==> config.mk <==
export PLATFORM = sky130hd
export DESIGN_NAME = fetch_unit
export DESIGN_NICKNAME = d
export VERILOG_FILES = /design/src/rtl/fetch_unit.sv
export SDC_FILE = /design/constraint.sdc
export NUM_CORES = 1
export LEC_CHECK = 0
export CAP_MARGIN = 20
export CORE_MARGIN = 3
export CORE_UTILIZATION = 51
export CTS_BUF_LIST = sky130_fd_sc_hd__clkbuf_2 sky130_fd_sc_hd__clkbuf_4 sky130_fd_sc_hd__clkbuf_8
export DETAILED_ROUTE_END_ITERATION = 12
export PLACE_DENSITY = 0.79
export SLEW_MARGIN = 10
export SYNTH_ARGS = -nofsm -noshare
export SYNTH_HDL_FRONTEND = slang
export SYNTH_SLANG_ARGS = --single-unit
==> constraint.sdc <==
create_clock -name clk -period 2.7 [get_ports clk]
set_clock_uncertainty 0.2 [all_clocks]
set_input_delay 0.27 -clock clk [delete_from_list [all_inputs] [get_ports clk]]
set_output_delay 0.27 -clock clk [all_outputs]
set_load 0.005 [all_outputs]
==> src/rtl/fetch_unit.sv <==
// Instruction-fetch stage: owns the PC, drives the ROM address and buffers fetched
// words in a 2-entry prefetch FIFO toward the decoder over a valid/ready handshake.
//
// state | meaning
// RUN   | fetching; FIFO fills when not full or when the head is consumed
// HALT  | fetch stopped, FIFO empty, PC frozen; left only through rst
module fetch_unit #(
    parameter int              ADDR_W   = 8,
    parameter int              DATA_W   = 8,
    parameter logic [ADDR_W-1:0] RESET_PC = '0
) (
    input  logic              clk,
    input  logic              rst,
    output logic [ADDR_W-1:0] position,
    input  logic [DATA_W-1:0] instruction,
    output logic [DATA_W-1:0] instr_out,
    output logic [ADDR_W-1:0] instr_pc,
    output logic              instr_valid,
    input  logic              instr_ready,
    input  logic              redirect,
    input  logic [ADDR_W-1:0] redirect_target,
    input  logic              halt,
    output logic              halted
);

    typedef enum logic {RUN, HALT} state_t;

    state_t            state, state_nxt;
    logic [ADDR_W-1:0] pc, pc_nxt;
    logic [1:0]        count, count_nxt;
    logic [ADDR_W-1:0] pc0, pc1, pc0_nxt, pc1_nxt;
    logic [DATA_W-1:0] d0, d1, d0_nxt, d1_nxt;
    logic [1:0]        occ;
    logic              deq;
    logic              fetch;

    assign deq         = (state == RUN) && (count != 2'd0) && instr_ready;
    assign position    = pc;
    assign instr_valid = (count != 2'd0);
    assign instr_out   = d0;
    assign instr_pc    = pc0;
    assign halted      = (state == HALT);

    always_comb begin
        state_nxt = state;
        pc_nxt    = pc;
        count_nxt = count;
        pc0_nxt   = pc0;
        pc1_nxt   = pc1;
        d0_nxt    = d0;
        d1_nxt    = d1;
        fetch     = 1'b0;
        occ       = count;
        case (state)
            RUN: begin
                if (halt) begin
                    state_nxt = HALT;
                    count_nxt = 2'd0;
                end else if (redirect) begin
                    count_nxt = 2'd0;
                    pc_nxt    = redirect_target;
                end else begin
                    fetch = (count < 2'd2) || deq;
                    // Shift the FIFO on dequeue so the head always lives in entry 0.
                    if (deq) begin
                        pc0_nxt = pc1;
                        d0_nxt  = d1;
                    end
                    occ = count - 2'(deq);
                    if (fetch) begin
                        pc_nxt = pc + ADDR_W'(1);
                        if (occ == 2'd0) begin
                            pc0_nxt = pc;
                            d0_nxt  = instruction;
                        end else begin
                            pc1_nxt = pc;
                            d1_nxt  = instruction;
                        end
                    end
                    count_nxt = occ + 2'(fetch);
                end
            end
            HALT: begin
                state_nxt = HALT;
            end
            default: begin
                state_nxt = RUN;
            end
        endcase
    end

    always_ff @(posedge clk or posedge rst) begin
        if (rst) begin
            state <= RUN;
            pc    <= RESET_PC;
            count <= 2'd0;
            pc0   <= '0;
            pc1   <= '0;
            d0    <= '0;
            d1    <= '0;
        end else begin
            state <= state_nxt;
            pc    <= pc_nxt;
            count <= count_nxt;
            pc0   <= pc0_nxt;
            pc1   <= pc1_nxt;
            d0    <= d0_nxt;
            d1    <= d1_nxt;
        end
    end

endmodule

* Word-level counts from Yosys, hierarchy flattened
Index checks and enable logic that the tools add are counted.
W data, S select, Z words.
** Storage, ports and cells
- Register bits after elaboration :: 43
- Bits in latches :: 0
- RAM bits :: 0
- ROM bits :: 0
- Output and inout port bits :: 26
- Logic and storage cells :: 36
- Memories :: 0
** Cells by class
- $add $sub $neg :: 3
- Multipliers :: 0
- Div/mod/pow operators :: 0
- Magnitude comparators :: 1
- Equal/unequal tests :: 0
- Shift-type cells :: 0
- Muxes and demuxes :: 12
- Bitwise gates (word level) :: 4
- Reduce and logical (&&, ||, !) cells :: 9
** Operators by type and width (count)
- $mux W8 :: 8
- $add A8 B1 Y8 const B :: 1
- $reduce_and A3 Y1 :: 2
- $reduce_and A5 Y1 :: 1
- $mux W2 :: 2
- $not A1 Y1 :: 4
- $reduce_bool A2 Y1 :: 2
- $add A2 B1 Y2 :: 1
- $logic_and A1 B1 Y1 :: 2
- $logic_not A2 Y1 :: 1
- $lt A2 B2 Y1 const B :: 1
- $pmux W1 S2 :: 1
- $sub A2 B1 Y2 :: 1
- $logic_or A1 B1 Y1 :: 1
- $mux W1 :: 1

* Logic depth before layout (Yosys ltp)
Gate-level depths: netlist (run 1).
- Word-level depth :: 7
- Depth in mapped cells :: 10

* Least setup slack after synthesis (run 1)
OpenSTA, ideal clock, no wires.
- Kind :: reg2reg
- Start :: register count[1]
- End :: register d0[0], in the netlist instr_out[0]
- Library setup time :: 0.137 ns
- Data arrival time :: 1.984 ns
- Setup slack :: 0.379 ns
- Stages on the path, launching flop included :: 11
- Buffers on the path :: 2
- Period minus slack after synthesis :: 2.321 ns
- Path through :: dfrtp_1 -> or2_2 -> nand2_1 -> inv_1 -> ha_1 -> nand2b_1 -> buf_2 -> nand3_1 -> buf_2 -> o22ai_1 -> a2bb2oi_1
** On the way
- Word-level cells in the longest chain between the ends :: 7
- Elaborated cells between the ends (all ways) :: 10
- Those cells by class :: 1 x add/sub; 1 x order compare; 3 x mux; 5 x reduce/logical
** Ends and longest elaborated chain
- start, declared :: RTL line 30 : logic [1:0] count, count_nxt;
- start signal, assigned :: RTL line 104 : count <= count_nxt;
- $reduce_bool A2 Y1 *
- named net instr_valid :: RTL line 18 : output logic instr_valid,
- $logic_and A1 B1 Y1 * (2 in a row) :: RTL line 37 : assign deq = (state == RUN) && (count != 2'd0) && instr_ready;
- $sub A2 B1 Y2 :: RTL line 69 : occ = count - 2'(deq);
- $logic_not A2 Y1 :: RTL line 72 : if (occ == 2'd0) begin
- $mux W8 :: RTL line 72
- $mux W8 * :: RTL line 70 : if (fetch) begin
- end signal, assigned :: RTL line 107 : d0 <= d0_nxt;
- end, declared :: RTL line 32 : logic [DATA_W-1:0] d0, d1, d0_nxt, d1_nxt;
Mark *: on every way through the listed nets, which the timed path passes. The rest lies on a longest branch.
A chain may end at the register's enable or synchronous reset.

* Final worst setup path (run 1)
- Start :: register count[1]
- End :: register d1[5]
** On the way
- Word-level cells in the longest chain between the ends :: 7
- Elaborated cells between the ends (all ways) :: 9
- Those cells by class :: 1 x add/sub; 1 x order compare; 1 x bitwise; 6 x reduce/logical
** Ends and longest elaborated chain
- $reduce_bool A2 Y1 :: RTL line 37
- $logic_and A1 B1 Y1 (2 in a row) :: RTL line 37
- $sub A2 B1 Y2 :: RTL line 69
- $logic_not A2 Y1 :: RTL line 72
- $not A1 Y1 (no line)
- $reduce_and A5 Y1 (no line) *
- end signal, assigned :: RTL line 108 : d1 <= d1_nxt;
- end, declared :: RTL line 32
Every way passes the cells marked *; elsewhere a longest branch is shown, timed or not.

==> results of run 1 <==
==> kinds of logic after synthesis <==
kind of cell             after synthesis  share of synthesized area
AO/OA/AOI/OAI                         56                      0.186
flip-flops                            43                      0.529
AND/OR/NAND/NOR                       37                      0.110
multiplexers                          18                      0.117
buffers and inverters                 15                     0.0351
adder cells (fa/ha/maj)                3                     0.0185
XOR/XNOR                               1                    0.00431
==> sequential cells by signal (all words and copies together) (netlist names) <==
signal / flops
pc1: 8
instr_pc: 8
position: 8
instr_out: 8
count: 2
halted: 1
d1: 8
==> area by class of cell <==
cell class / instances / area (um^2) / share of cell area
Sequential cell: 43 / 1080 / 0.405
Multi-Input combinational cell: 115 / 886 / 0.333
Timing Repair Buffer: 53 / 513 / 0.193
Clock buffer: 7 / 96.3 / 0.0363
Tap cell: 48 / 60.1 / 0.0226
Inverter: 5 / 18.8 / 0.00706
Clock inverter: 1 / 7.51 / 0.00282
==> report_power, final <==
group	switching [uW]	internal, uW	leakage [uW]
clock	213	232	0.0000505
sequential	38.8	684	0.000558
combinational	88.8	137	0.000604
==> through the flow <==
| step | cells | worst slack, ps | hold WS [ps] |
|---|---|---|---|
| after floorplan | 173 | 379 | 204 |
| after global placement | 264 | 223 | 290 |
| after detailed placement | 264 | 61.2 | 294 |
| after CTS | 272 | 252 | 227 |
| after global routing | 272 | 143 | 262 |
| final | 272 | 246 | 213 |
==> worst paths after layout <==
check                                          start                  endpoint
max in group asynchronous                        rst  instr_out[0]$_DFFE_PP0P_
worst max-delay path            count[1]$_DFFE_PP0N_         d1[5]$_DFFE_PP0P_
min in group clk                  pc1[6]$_DFFE_PP0P_        pc1[6]$_DFFE_PP0P_
worst min register to register    pc1[6]$_DFFE_PP0P_        pc1[6]$_DFFE_PP0P_
worst max register to register  count[1]$_DFFE_PP0N_         d1[5]$_DFFE_PP0P_
worst min-delay path                             rst        pc1[4]$_DFFE_PP0P_
==> metal layers <==
layer,up-vias,global-route usage
li1,750,-
met1,812,0.281
met2,44,0.352
met3,8,0.0598
met4,0,0.0586
met5,-,0
==> cell usage after synthesis <==
| cell type | number | share of area |
|---|---|---|
| xor2_1 | 1 | 0.0043 |
| or2_2 | 1 | 0.0031 |
| nand3_1 | 4 | 0.0098 |
| ha_1 | 3 | 0.018 |
| buf_1 | 1 | 0.0018 |
| a21oi_1 | 5 | 0.012 |
| a211o_1 | 1 | 0.0043 |
| buf_4 | 1 | 0.0037 |
| nor3_4 | 1 | 0.0080 |
| o21ai_0 | 11 | 0.027 |
| nor4b_1 | 2 | 0.0086 |
| o211ai_1 | 2 | 0.0074 |
| a22o_1 | 1 | 0.0043 |
| nor2b_1 | 4 | 0.012 |
| a31oi_1 | 2 | 0.0062 |
| mux2_2 | 6 | 0.033 |
| or3_1 | 1 | 0.0031 |
| nand3_4 | 1 | 0.0086 |
| nor4_1 | 3 | 0.0092 |
| mux2i_1 | 2 | 0.0098 |
| o22ai_1 | 16 | 0.049 |
| nor3_1 | 1 | 0.0025 |
| mux2_4 | 10 | 0.074 |
| and3_1 | 1 | 0.0031 |
| clkbuf_1 | 4 | 0.0074 |
| a2bb2oi_1 | 16 | 0.069 |
| dfrtp_1 | 43 | 0.53 |
| a21oi_2 | 1 | 0.0043 |
| inv_1 | 5 | 0.0092 |
| nor2_1 | 4 | 0.0074 |
| buf_6 | 1 | 0.0055 |
| nand2b_1 | 3 | 0.0092 |
| nor3b_1 | 1 | 0.0037 |
| o21ai_1 | 1 | 0.0025 |
| nand4b_1 | 1 | 0.0043 |
| buf_2 | 3 | 0.0074 |
| nand2_1 | 9 | 0.017 |
==> worst max-delay path, cell delays in order, from the launching register on <==
cell      delay, ps
dfrtp_1         430
or2_2           350
nand2_1         130
inv_1            60
ha_1            290
nand2b_1        200
nand3_4         290
mux2_4          390
==> cell usage in the layout (no fill, tap or decap), types with 2 or more instances in the layout <==
cell              n
a21oi_1           5
a2bb2oi_1        16
a31oi_1           2
buf_4             7
clkbuf_8          7
clkdlybuf4s50_1  46
dfrtp_1          43
ha_1              3
inv_1             5
mux2_2            6
mux2_4           10
mux2i_1           2
nand2_1           9
nand2b_1          3
nand3_1           4
nor2_1            4
nor2b_1           4
nor4_1            3
nor4b_1           2
o211ai_1          2
o21ai_0          11
o22ai_1          16
==> flow_summary.yaml, run 1 <==
floorplan:
  chipHeight_um: 69.1
  io_pins: 47
  die_area_um2: 4780
  start_util: 0.543
  placementRows: 22
  core_um2: 3740
  die_x_um: 69.1
sta:
  setup_tns_ps: 0
  fin_crit_sh: 0.909
  hold_violations: 0
  slew_viol_final: 0
  post-route-min-period_ps: 2450
  maxSlewHeadroom: 0.644
  rsz0062_at_grt: "false"
  setup_viol: 0
  worst_pin_slew_ps: 535
  max_freq_ghz: 0.407
layout:
  diodes: 0
  syn2layout_area_growth_pct: 30.7
  fillers: 295
  fin_area_um2: 2660
  post-route-util: 0.710
  nNetsFinal: 247
  drive_above_1_share: 0.156
drt:
  viasPerCell: 5.93
  dr.pass1.iters: 4
  drc: 0
  wl_met3_um: 181
  topRoutingLayerUsed: "met4"
  routedWlPerCell_um: 17.8
  dr_wl_met2_um: 2500
  drt_iter0_drc: 130
  routed_wl_um: 4830
  ant_nets: 0
  m1WireLength_um: 2090
  num_vias: 1614
grt:
  antenna_found_initial: 0
  grtUsageTotal: 0.215
  grt_pass1_vias: 1698
  grt_start_max_net_pins: 44
  grt_pass1_wl_um: 8250
  grt.overflow.total: 0
worst_setup_path:
  r2r_cells: 7
  cp.arrival_ps: 2440
  rrSetupSlack_ps: 250
  crit_path_end_kind: "flip-flop"
  worstPathMaxFanout: 16
  crit_required_ps: 2680
  worstSetupStartpointType: "flip-flop"
  path_class: "reg2reg"
placement:
  dp_hpwl_um: 3360
  place.gp.congestion: 0.770
  placed_area_um2: 2550
  io_buffers: 46
clock_tree:
  cts_buffers: 5
  cts_root_buf: "clkbuf_8"
  clock_latency_ps: 290
  post_cts.repair.setup_buffers: 0
  cts.sinks: 43
  clkTransAtPathRegs_ps: 80
  htreeDepth: 2
  tritoncts: "yes"
  cts_resized: 0
  cts_hold_buf: 0
  clockBufferDepth: 2
synth:
  syn_nets: 197
  synth_cell_type_count: 37
  ys_seq_area_frac: 0.529
  yosys_warnings: 0
  ys_ff_latch: 43
  avgSynthCellArea_um2: 11.8
  synthCells: 173
  netlist_area_um2: 2030
power_and_ir_drop:
  peakVddDrop_mv: 0.408
  power_uw: 1390
  p_per_area_nw_per_um2: 524
  p_leak_uw: 0.00121
job:
  max_cap_viol_count: 0
hold_path:
  holdCritPathClass: "in2async"
outcome:
  status: "completed"
(Power assumes the default switching activity.)
==> inputs of run 2 (changes only) <==
CAP_MARGIN = not set   (was 20)
CORE_ASPECT_RATIO = 0.5   (was not set)
==> run 2 against run 1 <==
Sequential share of layout area down 0.34 points. Sequential cell count unchanged. Non-clock buffer count up 4. Core utilization up 3.0 points. Clock power down 4%. Register-to-register slack better by 70 ps. Routed wire length down 2.8%. Highest routed layer unchanged.
==> flow_summary.yaml, run 2 (synthesis gave the netlist of run 1 again) <==
placement:
  io_buffers: 46
  dp_hpwl_um: 3240
  dp_slack_ps: 145
  place.gp.congestion: 0.817
layout:
  final_cell_mix: "clkdlybuf4s50_1 (46), dfrtp_1 (43), o22ai_1 (16), a2bb2oi_1 (16)"
  multi_input_area_um2: 886
  regArea_um2: 1080
  fillers: 233
  nNetsFinal: 251
  diodes: 0
  final_common_cell: "clkdlybuf4s50_1"
  drive_above_1_share: 0.171
  syn2layout_area_growth_pct: 31.8
sta:
  max_freq_ghz: 0.419
  setup_tns_ps: 0
  fin_crit_sh: 0.885
  post-route-min-period_ps: 2390
  hold_violations: 0
  slew_viol_final: 0
  worst_pin_slew_ps: 389
  rsz0062_at_grt: "false"
  setup_viol: 0
  layout_setup_ws_ps: 312
  maxSlewHeadroom: 0.737
worst_setup_path:
  crit_path_end_kind: "flip-flop"
  crit_required_ps: 2690
  slowest_delay_ps: 440
  cp.arrival_ps: 2370
  cpLargestDelayFamily: "simple AND/OR/NAND/NOR gates"
  worstPathMaxFanout: 16
  path_class: "reg2reg"
  worstSetupStartpointType: "flip-flop"
  path_buf_inv: 1
  crit_slowest_cell: "dfrtp_1"
  crit_path_cell_trace: "or2_2, nand2_1, inv_1, ha_1, nand2b_1, nand3_4, mux2_4"
clock_tree:
  cts_root_buf: "clkbuf_8"
  cts_hold_buf: 0
  cts_buffers: 5
  clockBufferDepth: 2
  clkTransAtPathRegs_ps: 100
  cts.sinks: 43
  post_cts.repair.setup_buffers: 0
  htreeDepth: 2
  clock_latency_ps: 300
  cts_resized: 0
  tritoncts: "yes"
floorplan:
  die_x_um: 95.3
  chipHeight_um: 50.6
  core_um2: 3620
  io_pins: 47
  placementRows: 15
  die_area_um2: 4830
  start_util: 0.561
job:
  max_cap_viol_count: 0
grt:
  grt.overflow.total: 0
  antenna_found_initial: 0
  grt_pass1_wl_um: 7780
  grtUsageTotal: 0.213
  grt_pass1_vias: 1591
  grt_start_max_net_pins: 24
power_and_ir_drop:
  p_per_area_nw_per_um2: 515
  p_leak_uw: 0.00122
  peakVddDrop_mv: 0.270
drt:
  num_vias: 1600
  viasPerCell: 5.73
  drt_iter0_drc: 91
  routed_wl_um: 4700
  ant_nets: 0
  dr.pass1.iters: 4
  drc: 0
  routedWlPerCell_um: 16.8
hold_path:
  holdCritPathClass: "in2async"
outcome:
  status: "completed"
-- run 2: final timing paths --
path	from	slack, ps	to	depth (start not counted)
hold / removal	rst	100	d1[1]$_DFFE_PP0P_	3
hold reg to reg	pc1[5]$_DFFE_PP0P_	320	pc1[5]$_DFFE_PP0P_	1
setup reg to reg	count[1]$_DFFE_PP0N_	310	d1[4]$_DFFE_PP0P_	7
min in group clk	pc1[5]$_DFFE_PP0P_	320	pc1[5]$_DFFE_PP0P_	1
max in group asynchronous	rst	1950	position[6]$_DFFE_PP0P_	3
setup / recovery	count[1]$_DFFE_PP0N_	310	d1[4]$_DFFE_PP0P_	7
-- run 2: per-layer routing --
layer	GRT usage	share of wire	vias up	wire length (um)
li1	-	-	764	-
met2	0.340	0.46	46	2170
met1	0.283	0.46	784	2180
met5	0	0	-	0
met3	0.0524	0.062	6	292
met4	0.0766	0.013	0	59
-- run 2: area by class of cell --
cell class / instances / area share
repair buffers: 57 / 0.203
flip-flops and latches: 43 / 0.401
inverters: 5 / 0.00700
well taps: 51 / 0.0238
clock buffers: 5 / 0.0257
clock inverters: 3 / 0.00887
multi-input cells: 115 / 0.331
-- run 2: stage by stage --
stage	hold slack [ps]	cells	cell area (um^2)	util	power, uW
final	100	279	2680	0.740	1380
after global routing	116	279	2680	0.740	1440
after detailed placement	297	271	2590	0.714	963
after global placement	290	271	2590	0.714	955
after CTS	99.8	279	2680	0.740	1390
after floorplan	204	173	2030	-	832
-- run 2: worst reg2reg max path, stage by stage, from the launching register on --
cell,delay (ps)
dfrtp_1,440
or2_2,350
nand2_1,110
inv_1,50
ha_1,280
nand2b_1,180
nand3_4,290
mux2_4,390
-- run 2: power breakdown --
part           switching (uW)  internal [uW]  leakage [uW]  total, uW
clock network             243            185     0.0000408        428
logic                    86.2            140      0.000619        226
registers                42.0            684      0.000558        726
total                     371           1010       0.00122       1380
==> inputs of run 3 (changes only) <==
TNS_END_PERCENT = 30   (was not set)
==> results of run 3 <==
Final layout, timing and power as in run 2 (identical DEF).
